**src/rtl/hex_scroll_ctrl.sv**
```systemverilog
// Purpose: scrolls a six-digit window over a 16-entry digit buffer, with debounced key control.
// Latency: buffer/pos changes reach hex0..hex5 one clock later; key presses act after sync plus debounce.
// Backpressure: none; the write port accepts one entry every cycle and keys are sampled continuously.
module hex_scroll_ctrl #(
  parameter int TICK_DIV        = 12500000,
  parameter int DEBOUNCE_CYCLES = 500000
) (
  input  logic       clk_clk,
  input  logic       reset_reset_n,
  input  logic       wr_en,
  input  logic [3:0] wr_addr,
  input  logic [4:0] wr_data,
  input  logic [4:0] msg_len,
  input  logic [3:0] key_n,
  output logic [6:0] hex0,
  output logic [6:0] hex1,
  output logic [6:0] hex2,
  output logic [6:0] hex3,
  output logic [6:0] hex4,
  output logic [6:0] hex5,
  output logic       running,
  output logic       dir,
  output logic       fast,
  output logic [3:0] pos
);

  localparam int TW = (TICK_DIV > 2) ? $clog2(TICK_DIV) : 1;
  localparam int DW = (DEBOUNCE_CYCLES > 1) ? $clog2(DEBOUNCE_CYCLES) : 1;
  localparam logic [TW-1:0] TERM_SLOW = TW'(TICK_DIV - 1);
  localparam logic [TW-1:0] TERM_FAST = TW'(TICK_DIV / 2 - 1);
  localparam logic [DW-1:0] DEB_LAST  = DW'(DEBOUNCE_CYCLES - 1);

  // Key path: raw active-low levels, two-flop sync, accepted (debounced) level
  logic [3:0]    key_s1;
  logic [3:0]    key_s2;
  logic [3:0]    key_acc;
  logic [DW-1:0] deb_cnt [4];
  logic [3:0]    press;

  // Scroll state
  logic [TW-1:0] tick_cnt;
  logic [TW-1:0] term;
  logic          step;
  logic [4:0]    len_eff;
  logic [4:0]    pos_ext;
  logic [3:0]    step_pos;

  // Message buffer and registered segment outputs
  logic [4:0] buf_q [16];
  logic [6:0] hex_q [6];

  // Active-low segment pattern {g,f,e,d,c,b,a}; bit4 of the entry forces blank
  function automatic logic [6:0] seg7(input logic [4:0] e);
    logic [6:0] s;
    if (e[4]) begin
      s = 7'h7F;
    end else begin
      case (e[3:0])
        4'h0:    s = 7'h40;
        4'h1:    s = 7'h79;
        4'h2:    s = 7'h24;
        4'h3:    s = 7'h30;
        4'h4:    s = 7'h19;
        4'h5:    s = 7'h12;
        4'h6:    s = 7'h02;
        4'h7:    s = 7'h78;
        4'h8:    s = 7'h00;
        4'h9:    s = 7'h10;
        4'hA:    s = 7'h08;
        4'hB:    s = 7'h03;
        4'hC:    s = 7'h46;
        4'hD:    s = 7'h21;
        4'hE:    s = 7'h06;
        default: s = 7'h0E;
      endcase
    end
    return s;
  endfunction

  // Window index wrapped into the active message; len is never zero here
  function automatic logic [3:0] wrap_idx(input logic [4:0] sum, input logic [4:0] len);
    return 4'(sum % len);
  endfunction

  // Press pulse on the cycle the accepted level flips from released to pressed
  always_comb begin
    press = '0;
    for (int i = 0; i < 4; i++) begin
      press[i] = (key_s2[i] != key_acc[i]) && (deb_cnt[i] == DEB_LAST) && !key_s2[i];
    end
  end

  // Synchronise keys and accept a new level only after a full run of stable cycles
  always_ff @(posedge clk_clk) begin
    if (!reset_reset_n) begin
      key_s1  <= '1;
      key_s2  <= '1;
      key_acc <= '1;
      for (int i = 0; i < 4; i++) deb_cnt[i] <= '0;
    end else begin
      key_s1 <= key_n;
      key_s2 <= key_s1;
      for (int i = 0; i < 4; i++) begin
        if (key_s2[i] == key_acc[i]) begin
          deb_cnt[i] <= '0;
        end else if (deb_cnt[i] == DEB_LAST) begin
          key_acc[i] <= key_s2[i];
          deb_cnt[i] <= '0;
        end else begin
          deb_cnt[i] <= deb_cnt[i] + 1'b1;
        end
      end
    end
  end

  // Effective length, step period and the position a step would move to
  always_comb begin
    if (msg_len == 5'd0)       len_eff = 5'd1;
    else if (msg_len > 5'd16)  len_eff = 5'd16;
    else                       len_eff = msg_len;
    pos_ext = {1'b0, pos};
    term    = fast ? TERM_FAST : TERM_SLOW;
    step    = running && (tick_cnt == term);
    if (!dir) step_pos = (pos_ext + 5'd1 == len_eff) ? 4'd0 : pos + 4'd1;
    else      step_pos = (pos == 4'd0) ? 4'(len_eff - 5'd1) : pos - 4'd1;
  end

  // Mode toggles, tick counter and window position; home beats length fix-up beats step
  always_ff @(posedge clk_clk) begin
    if (!reset_reset_n) begin
      running  <= 1'b1;
      dir      <= 1'b0;
      fast     <= 1'b0;
      pos      <= 4'd0;
      tick_cnt <= '0;
    end else begin
      if (press[0]) running <= ~running;
      if (press[1]) dir     <= ~dir;
      if (press[3]) fast    <= ~fast;

      if (press[2] || press[3])  tick_cnt <= '0;
      else if (running)          tick_cnt <= (tick_cnt == term) ? '0 : tick_cnt + 1'b1;

      if (press[2])                pos <= 4'd0;
      else if (pos_ext >= len_eff) pos <= 4'd0;
      else if (step)               pos <= step_pos;
    end
  end

  // Buffer write port; out-of-window entries are kept for later
  always_ff @(posedge clk_clk) begin
    if (!reset_reset_n) begin
      for (int i = 0; i < 16; i++) buf_q[i] <= 5'h10;
    end else if (wr_en) begin
      buf_q[wr_addr] <= wr_data;
    end
  end

  // Register the segment patterns; hex5 shows buf[pos], hex0 shows buf[pos+5]
  always_ff @(posedge clk_clk) begin
    if (!reset_reset_n) begin
      for (int n = 0; n < 6; n++) hex_q[n] <= 7'h7F;
    end else begin
      for (int n = 0; n < 6; n++) begin
        hex_q[n] <= seg7(buf_q[wrap_idx(pos_ext + 5'(5 - n), len_eff)]);
      end
    end
  end

  assign hex0 = hex_q[0];
  assign hex1 = hex_q[1];
  assign hex2 = hex_q[2];
  assign hex3 = hex_q[3];
  assign hex4 = hex_q[4];
  assign hex5 = hex_q[5];

endmodule

```
**config.mk**
```make
export PLATFORM = sky130hd
export DESIGN_NAME = hex_scroll_ctrl
export DESIGN_NICKNAME = d
export VERILOG_FILES = /design/src/rtl/hex_scroll_ctrl.sv
export SDC_FILE = /design/constraint.sdc
export NUM_CORES = 1
export LEC_CHECK = 0
export ABC_AREA = 1
export CORE_MARGIN = 2
export CORE_UTILIZATION = 57
export CTS_BUF_LIST = sky130_fd_sc_hd__clkbuf_4 sky130_fd_sc_hd__clkbuf_8 sky130_fd_sc_hd__clkbuf_16
export DETAILED_ROUTE_END_ITERATION = 16
export GPL_ROUTABILITY_DRIVEN = 1
export PLACE_DENSITY = 0.75
export SETUP_SLACK_MARGIN = 0.15
export SYNTH_ARGS = -nofsm -noshare
export SYNTH_HDL_FRONTEND = slang
export SYNTH_SLANG_ARGS = --single-unit
```
**constraint.sdc**
```tcl
create_clock -name clk_clk -period 22.3 [get_ports clk_clk]
set_input_delay 2.23 -clock clk_clk [delete_from_list [all_inputs] [get_ports clk_clk]]
set_output_delay 2.23 -clock clk_clk [all_outputs]
set_load 0.02 [all_outputs]
```
# == After elaboration in Yosys (flattened, before gate mapping) ==
# Memories as Yosys holds them, arrays and structs flattened.
# Index checks and enable logic that the tools add are counted.
# op_classes
addsub,13
n_div,6
magnitude_cmp,2
n_eq_ne,14
mux,89
bitwise,26
n_reduce_logical,23
# ops
cell,n
$mux W19,12
$mux W7,18
$add A19 B1 Y19 const B,4
$eq A19 B19 Y1 const B,4
$mux W1,50
$mux W24,2
$mod A5 B5 Y5,5
$add A24 B1 Y24 const B,1
$eq A24 B24 Y1,1
$or A1 B1 Y1,18
$mux W4,4
$mux W5,3
$add A4 B2 Y5 const B,2
$add A4 B3 Y5 const B,2
$logic_and A1 B1 Y1,9
$not A1 Y1,8
$reduce_and A2 Y1,4
$sub A4 B1 Y4 const B,2
$add A4 B1 Y5 const B,1
$eq A5 B5 Y1,1
$ge A4 B5 Y1,1
$gt A5 B5 Y1 const B,1
$logic_not A5 Y1,1
$mod A4 B5 Y5,1
other kinds (9),18
# totals
regBits,43
ram_bits,198
mem_bits_ro,672
inputBits,21
output_inout_bits,49
wordCells,193
mem_count,9
# memory_table
memory,depth,word_bits,read_ports,rd_ports_with_merged_regs,wr,line_no,source
(name not given),16,7,1,0,0,58,case (e[3:0])
(name not given),16,7,1,0,0,58,
(name not given),16,7,1,0,0,58,
(name not given),16,7,1,0,0,58,
(name not given),16,7,1,0,0,58,
(name not given),16,7,1,0,0,58,
3 more memories,n/a,n/a,n/a,n/a,n/a,n/a,

# == Longest topological paths before layout ==
# Gate-level depths: netlist of the first run.
# An unclocked memory read counts as a cell.
# depth
ltp_word,9
mapped_depth,59
ltp_nobuf,57

# == Worst setup path before layout of the first run ==
# No wires, ideal clock.
# synth_path
path_kind,input port to flip-flop
from,in msg_len[0]
to,mem hex_q[2][1]
setup_ns,0.117
arrival_ns,8.594
required_ns,22.183
setup_slack_ns,13.589
stages,56
path_buffers,1
path_cell_list,nor2_1 > nand2_1 > nand2_1 > nand2_2 > ha_1 > o21ai_0 > nor2_1 > a21oi_1 > inv_1 > ha_1 > inv_1 > nor2_1 > o21ai_0 > nand2_1 > nor2_1 > a21oi_1 > ha_1 > nand2_1 > [... 20 more ...] > nand3_1 > inv_1 > or2_2 > nand2_2 > inv_2 > buf_6 > nand2_1 > nand2_1 > nand2_1 > nand2_1 > nand2_1 > nand2_1 > inv_1 > ha_1 > inv_1 > nor2_1 > a21oi_1 > nand2_1
# synth_rtl
element,line_no,source
from (decl),13,"input logic [4:0] msg_len,"
to (decl),50,logic [6:0] hex_q [6];

==> results.sh, run 1 <==
export IMPL_drc=0
export IMPL_finalHoldViolations=0
export IMPL_clk_latency_ps=560
export IMPL_area_delta_synth_final_pct=9.58
export IMPL_synth_area_leaders="edfxtp_1 22%, nand2_1 20%, dfxtp_1 7.9%, ha_1 7.5%, o21ai_0 6.5%"
export IMPL_io_buffer_count=69
export IMPL_min_from="key_s1[0]$_SDFF_PN1_"
export IMPL_avgSynthCellArea_um2=6.45
export IMPL_synthXorXnorAreaFrac_pct=2.43
export IMPL_cts_htree_levels=1
export IMPL_power_density_nw_per_um2=103
export IMPL_core_region_area_um2=37500
export IMPL_synth_compound_area_share_pct=11.2
export IMPL_synth_fa_ha_area_share_pct=8.19
export IMPL_drt_iter0_drc=2439
export IMPL_n_antenna_cell=0
export IMPL_clkTransAtPathRegs_ps=60
export IMPL_place_hpwl_mm=50.3
export IMPL_numCtsBuffers=27
export IMPL_synth_distinct_cells=58
export IMPL_fillCellCount=3558
export IMPL_netlist_area_um2=21600
export IMPL_fmax_ghz=0.0897
export IMPL_route_vias_total=22400
export IMPL_synth_top_area_cell="edfxtp_1"
export IMPL_routabilityCongestion=1.04
export IMPL_clock_path_buffers=3
export IMPL_final_util_pct=63.1
export IMPL_hold_buffers=0
export IMPL_switching_share_pct=48.8
export IMPL_start_util_pct=57.5
export IMPL_crit_top_cell="nand2_1"
export IMPL_muxShareOfSynthArea_pct=0
export IMPL_die_x_um=199
export IMPL_min_period_ps=11150
export IMPL_critPathSlowestCell="clkdlybuf4s50_1"
export IMPL_post_cts_resized=0
export IMPL_power_switching_mw=1.18
export IMPL_rows=71
export IMPL_ir_drop_v=0.0000663
export IMPL_intPower_mw=1.24
export IMPL_cts_tree="built"
export IMPL_synth_top_family_by_area="simple AND/OR/NAND/NOR gates"
export IMPL_crit_required_ps=22740
export IMPL_pin_count=70
export IMPL_grt_max_degree=71
export IMPL_fin_setup_tns_ps=0
export IMPL_pre_cts_slack_ps=10820
export IMPL_setup_slack_ps=11150
export IMPL_max_stage_delay_ps=890
export IMPL_ys_ff_latch=241
export IMPL_grt_pass1_vias=20800
export IMPL_comb_power_share_pct=58.2
export IMPL_status="finished, final reports clean"
export IMPL_antenna_found_initial=0
export IMPL_first_pass_iters=9
export IMPL_post_cts_setup_buffer_count=0
export IMPL_yosys_warnings=0
export IMPL_skew_ps=13.2
export IMPL_grt_usage_pct=34.2
export IMPL_avgViaCountPerCell=5.66
export IMPL_slew_viol_final=0
export IMPL_die_y_um=199
export IMPL_drive_gt1_share_pct=4.82
export IMPL_die_area_um2=39400
export IMPL_power_leakage_nw=11.3
export IMPL_ant_nets=0
export IMPL_cp_end_kind="register"
export IMPL_hp_class="reg -> reg"
export IMPL_seqPwrFrac_pct=22.6
export IMPL_grt_first_pass_wirelength_mm=107
export IMPL_wl_per_cell_um=16.8
export IMPL_worstMarginPinSlew_ps=1070
export IMPL_crit_arrival_ps=11590
export IMPL_cts_root_buf="clkbuf_16"
export IMPL_post_route_period_util_pct=50.0
export IMPL_synth_simple_area_share_pct=39.2
export IMPL_clkPwrFrac_pct=19.2
export IMPL_nNetsFinal=3582
export IMPL_start_kind="primary input"
export IMPL_yosysTopAreaCellShare_pct=21.7
export IMPL_power_total_mw=2.43
export IMPL_path_max_fanout=21
export IMPL_routed_wirelength_mm=66.6
export IMPL_rsz0062_at_grt="false"
export IMPL_netlist_instances=3343
export IMPL_setup_viol=0
export IMPL_crit_start="msg_len[4]"
export IMPL_r2r_start="pos[2]$_SDFFE_PP0P_"
export IMPL_overflow=0
export IMPL_criticalPathCategory="in -> reg"
export IMPL_clock_sinks=241
export IMPL_drv_cap=0
export IMPL_seq_area_frac_synth_pct=29.6
export IMPL_relSlewSlack_pct=28.8
-- cell type report --
class | instances | area, um^2 | share of cell area, %
Tap cell | 511 | 639 | 2.70
Multi-Input combinational cell | 2690 | 13500 | 57.0
Sequential cell | 241 | 6390 | 27.0
Inverter | 382 | 1430 | 6.07
Clock inverter | 13 | 169 | 0.714
Timing Repair Buffer | 82 | 788 | 3.33
Clock buffer | 36 | 756 | 3.20
-- cells in the final DEF (no fill, tap or decap), types with 7 or more instances in the layout --
master	synthesis	final
nand2_1	1176	1175
inv_1	364	364
o21ai_0	282	282
nand3_1	278	278
nor2_1	271	271
edfxtp_1	156	156
ha_1	130	130
dfxtp_1	85	85
a21oi_1	79	79
conb_1	2	77
clkdlybuf4s50_1	0	69
nand4_1	62	62
nor3_1	58	58
xor2_1	43	43
nand2_2	30	31
clkbuf_16	0	27
or2_2	22	22
o211ai_1	17	17
nor4_1	17	17
inv_2	15	15
xnor2_1	15	15
a31oi_1	15	15
nand3_2	15	15
buf_4	11	13
nor3b_1	12	12
o21a_1	8	8
clkinv_1	3	8
o21ai_1	7	7
fa_1	7	7
clkbuf_4	0	7
-- cell usage after synthesis, drive strengths merged --
cell    instances
nor2          277
and2            3
a31oi          15
clkinv          3
a221oi          1
nand3         294
o21a            8
a21boi          7
a21oi          80
nor4           17
or2            26
a22oi           4
clkbuf         52
and3            1
edfxtp        156
o31ai           3
o21bai          6
conb            2
fa              7
o211ai         17
xor2           44
o22ai           1
xnor2          15
nand4          63
a21o            5
dfxtp          85
a211oi          5
nand2        1212
inv           379
o21ai         292
nor3           60
buf            53
o221ai          1
nand3b          7
ha            130
nor3b          12
-- flip-flops by register name, summed over array words and instances (netlist names), 4 cells and up --
signal	count
buf_q	80
tick_cnt	24
key_s2	4
deb_cnt	76
hex_q	42
pos	4
key_s1	4
key_acc	4
-- routing by layer --
| metal | vias to the layer above | track usage [%] | share of wire, % |
|---|---|---|---|
| met5 | - | 0 | 0 |
| met2 | 980 | 56.0 | 45 |
| li1 | 11000 | - | - |
| met3 | 147 | 5.75 | 10 |
| met1 | 10200 | 45.6 | 42 |
| met4 | 0 | 11.9 | 3.1 |
-- final timing paths --
path / end / slack (ps) / depth (start not counted)
setup / recovery: hex_q[2][1]$_SDFF_PP1_ / 11150 / 51
hold / removal: key_s2[0]$_SDFF_PN1_ / 420 / 1
setup reg to reg: hex_q[2][1]$_SDFF_PP1_ / 13370 / 51
hold reg to reg: key_s2[0]$_SDFF_PN1_ / 420 / 1
-- power by group through the flow --
stage / clock network [mW] / registers [mW] / logic [mW]
finish: 0.464 / 0.549 / 1.41
global route: 0.487 / 0.552 / 1.59
CTS: 0.471 / 0.547 / 1.39
detailed placement: 0 / 0.557 / 1.38
global placement: 0 / 0.555 / 1.36
floorplan: 0 / 0.580 / 1.03
-- logic make-up after synthesis --
family / Yosys count
simple gates: 1972
buf+inv: 487
compound gates: 445
flops: 241
fa+ha+maj: 137
xor+xnor: 59
other cells: 2
-- through the flow --
step	cells	instance area (um^2)	hold slack [ps]
after global routing	3955	23600	431
final	3955	23600	419
after CTS	3955	23600	424
after global placement	3906	22700	395
after floorplan	3418	21900	393
after detailed placement	3906	22700	409
-- worst max-delay path, delay by kind of cell --
family / cells / cell delay [ps]
AO/OA/AOI/OAI: 10 / 1980
adder cells (fa/ha/maj): 6 / 1950
buffers and inverters: 12 / 2700
AND/OR/NAND/NOR: 23 / 2730
No activity file was read; power rests on OpenSTA's default activity.
==> run 2, diff against run 1 <==
- PLACE_DENSITY: 0.75 -> 0.78
- clock period: 22.3 -> 9.1 ns (I/O delays scaled with it)
==> results.sh, run 2 (same netlist as run 1, synthesis figures left out) <==
export IMPL_holdWs_ps=413
export IMPL_clkTransAtPathRegs_ps=60
export IMPL_path_max_fanout=8
export IMPL_final_cell_area_um2=24000
export IMPL_min_period_ps=8300
export IMPL_setup_viol=0
export IMPL_avgViaCountPerCell=5.64
export IMPL_post_route_period_util_pct=91.2
export IMPL_grt_pass1_vias=20900
export IMPL_cts_tree="built"
export IMPL_numCtsBuffers=27
export IMPL_drc=0
export IMPL_relSlewSlack_pct=34.5
export IMPL_overflow=0
export IMPL_dpl_cell_count=3939
export IMPL_drive_gt1_share_pct=6.27
export IMPL_fmax_ghz=0.120
export IMPL_clock_path_buffers=3
export IMPL_core_region_area_um2=37500
export IMPL_largest_register_ffs=80
export IMPL_die_x_um=199
export IMPL_die_area_um2=39400
export IMPL_pre_cts_slack_ps=-53.9
export IMPL_post_cts_resized=0
export IMPL_cts_htree_levels=1
export IMPL_crit_required_ps=9560
export IMPL_biggestRegsByFlops="buf_q (80), deb_cnt (76), hex_q (42)"
export IMPL_antenna_found_initial=1
export IMPL_clk_latency_ps=590
export IMPL_ant_nets=0
export IMPL_finalHoldViolations=0
export IMPL_max_stage_delay_ps=640
export IMPL_routabilityCongestion=1.02
export IMPL_drt_iter0_drc=2151
export IMPL_rows=71
export IMPL_skew_ps=31.0
export IMPL_status="finished, final reports clean"
export IMPL_final_util_pct=64.0
export IMPL_final_cell_mix="1163 x nand2_1, 363 x inv_1, 280 x o21ai_0, 276 x nand3_1, 271 x nor2_1"
export IMPL_rsz0062_at_grt="true"
export IMPL_crit_top_cell="nand2_1"
export IMPL_start_util_pct=57.5
export IMPL_start_kind="primary input"
export IMPL_drv_cap=0
export IMPL_io_buffer_count=69
export IMPL_cts_root_buf="clkbuf_16"
export IMPL_crit_arrival_ps=8760
export IMPL_grt_usage_pct=35.5
export IMPL_power_leakage_nw=11.5
export IMPL_critPathSlowestCell="a31oi_1"
export IMPL_hp_class="reg -> reg"
export IMPL_grt_first_pass_wirelength_mm=110
export IMPL_routed_wirelength_mm=69.7
export IMPL_final_common_cell="nand2_1"
export IMPL_setup_slack_ps=798
export IMPL_worstMarginPinSlew_ps=980
export IMPL_post_cts_setup_buffer_count=0
export IMPL_route_vias_total=22500
export IMPL_clock_sinks=241
export IMPL_wl_per_cell_um=17.5
export IMPL_fin_cells=3989
export IMPL_grt_max_degree=57
export IMPL_power_density_nw_per_um2=252
export IMPL_place_hpwl_mm=52.6
export IMPL_cp_end_kind="register"
export IMPL_pin_count=70
export IMPL_slew_viol_final=0
export IMPL_hold_buffers=0
export IMPL_criticalPathCategory="in -> reg"
export IMPL_place_area_um2=23000
export IMPL_nNetsFinal=3615
export IMPL_area_delta_synth_final_pct=11.2
export IMPL_first_pass_iters=7
export IMPL_regMostFlops="buf_q"
export IMPL_ir_drop_v=0.000201
export IMPL_die_y_um=199
run 2: cell types whose count changed in the layout (fill, tap and decap cells not counted), moves of 3 or more:
| cell | change |
|---|---|
| clkbuf_4 | -3 |
| buf_4 | +30 |
| nand2_2 | +11 |
| nand2_1 | -12 |
run 2: path summary, 6_finish.rpt:
| check | to | slack (ps) | cells past startpoint | from |
|---|---|---|---|---|
| max | hex_q[1][3]$_SDFF_PP1_ | 800 | 44 | msg_len[2] |
| min | key_s2[1]$_SDFF_PN1_ | 410 | 1 | key_s1[1]$_SDFF_PN1_ |
| min reg2reg | key_s2[1]$_SDFF_PN1_ | 410 | 1 | key_s1[1]$_SDFF_PN1_ |
| max reg2reg | hex_q[0][3]$_SDFF_PP1_ | 950 | 48 | pos[2]$_SDFFE_PP0P_ |
run 2: final cells by class:
type / instances / area (um^2)
Tap cell: 511 / 639
Fill cell: 3440 / 13500
Timing Repair Buffer: 115 / 1060
Clock inverter: 18 / 219
Sequential cell: 241 / 6390
Multi-Input combinational cell: 2690 / 13500
Inverter: 382 / 1440
Antenna cell: 1 / 2.50
Clock buffer: 31 / 706
run 2: where the power goes:
group / internal [mW] / total, mW / leakage [nW] / switching (mW)
clock network: 0.675 / 1.14 / 0.455 / 0.464
registers: 1.28 / 1.35 / 2.25 / 0.0697
logic: 1.13 / 3.57 / 8.76 / 2.43
total: 3.09 / 6.05 / 11.5 / 2.97
run 2: routing by layer:
metal | up-vias | track usage [%] | wire, um
li1 | 11100 | - | -
met1 | 10200 | 47.6 | 29000
met2 | 1018 | 58.0 | 31300
met3 | 179 | 5.78 | 6960
met4 | 0 | 12.4 | 2450
met5 | - | 0 | 0
run 2: worst max-delay path: cells and delay by family:
kind | cells | cell delay (ps)
fa+ha+maj | 6 | 1970
simple gates | 22 | 2660
compound gates | 8 | 2000
buf+inv | 8 | 1220
run 2: stage by stage:
stage                     total power, mW  setup TNS [ps]
after floorplan                      3.93               0
after global placement               4.77               0
after detailed placement             4.84           -92.4
after CTS                            5.98               0
after global routing                 6.55               0
final                                6.05               0
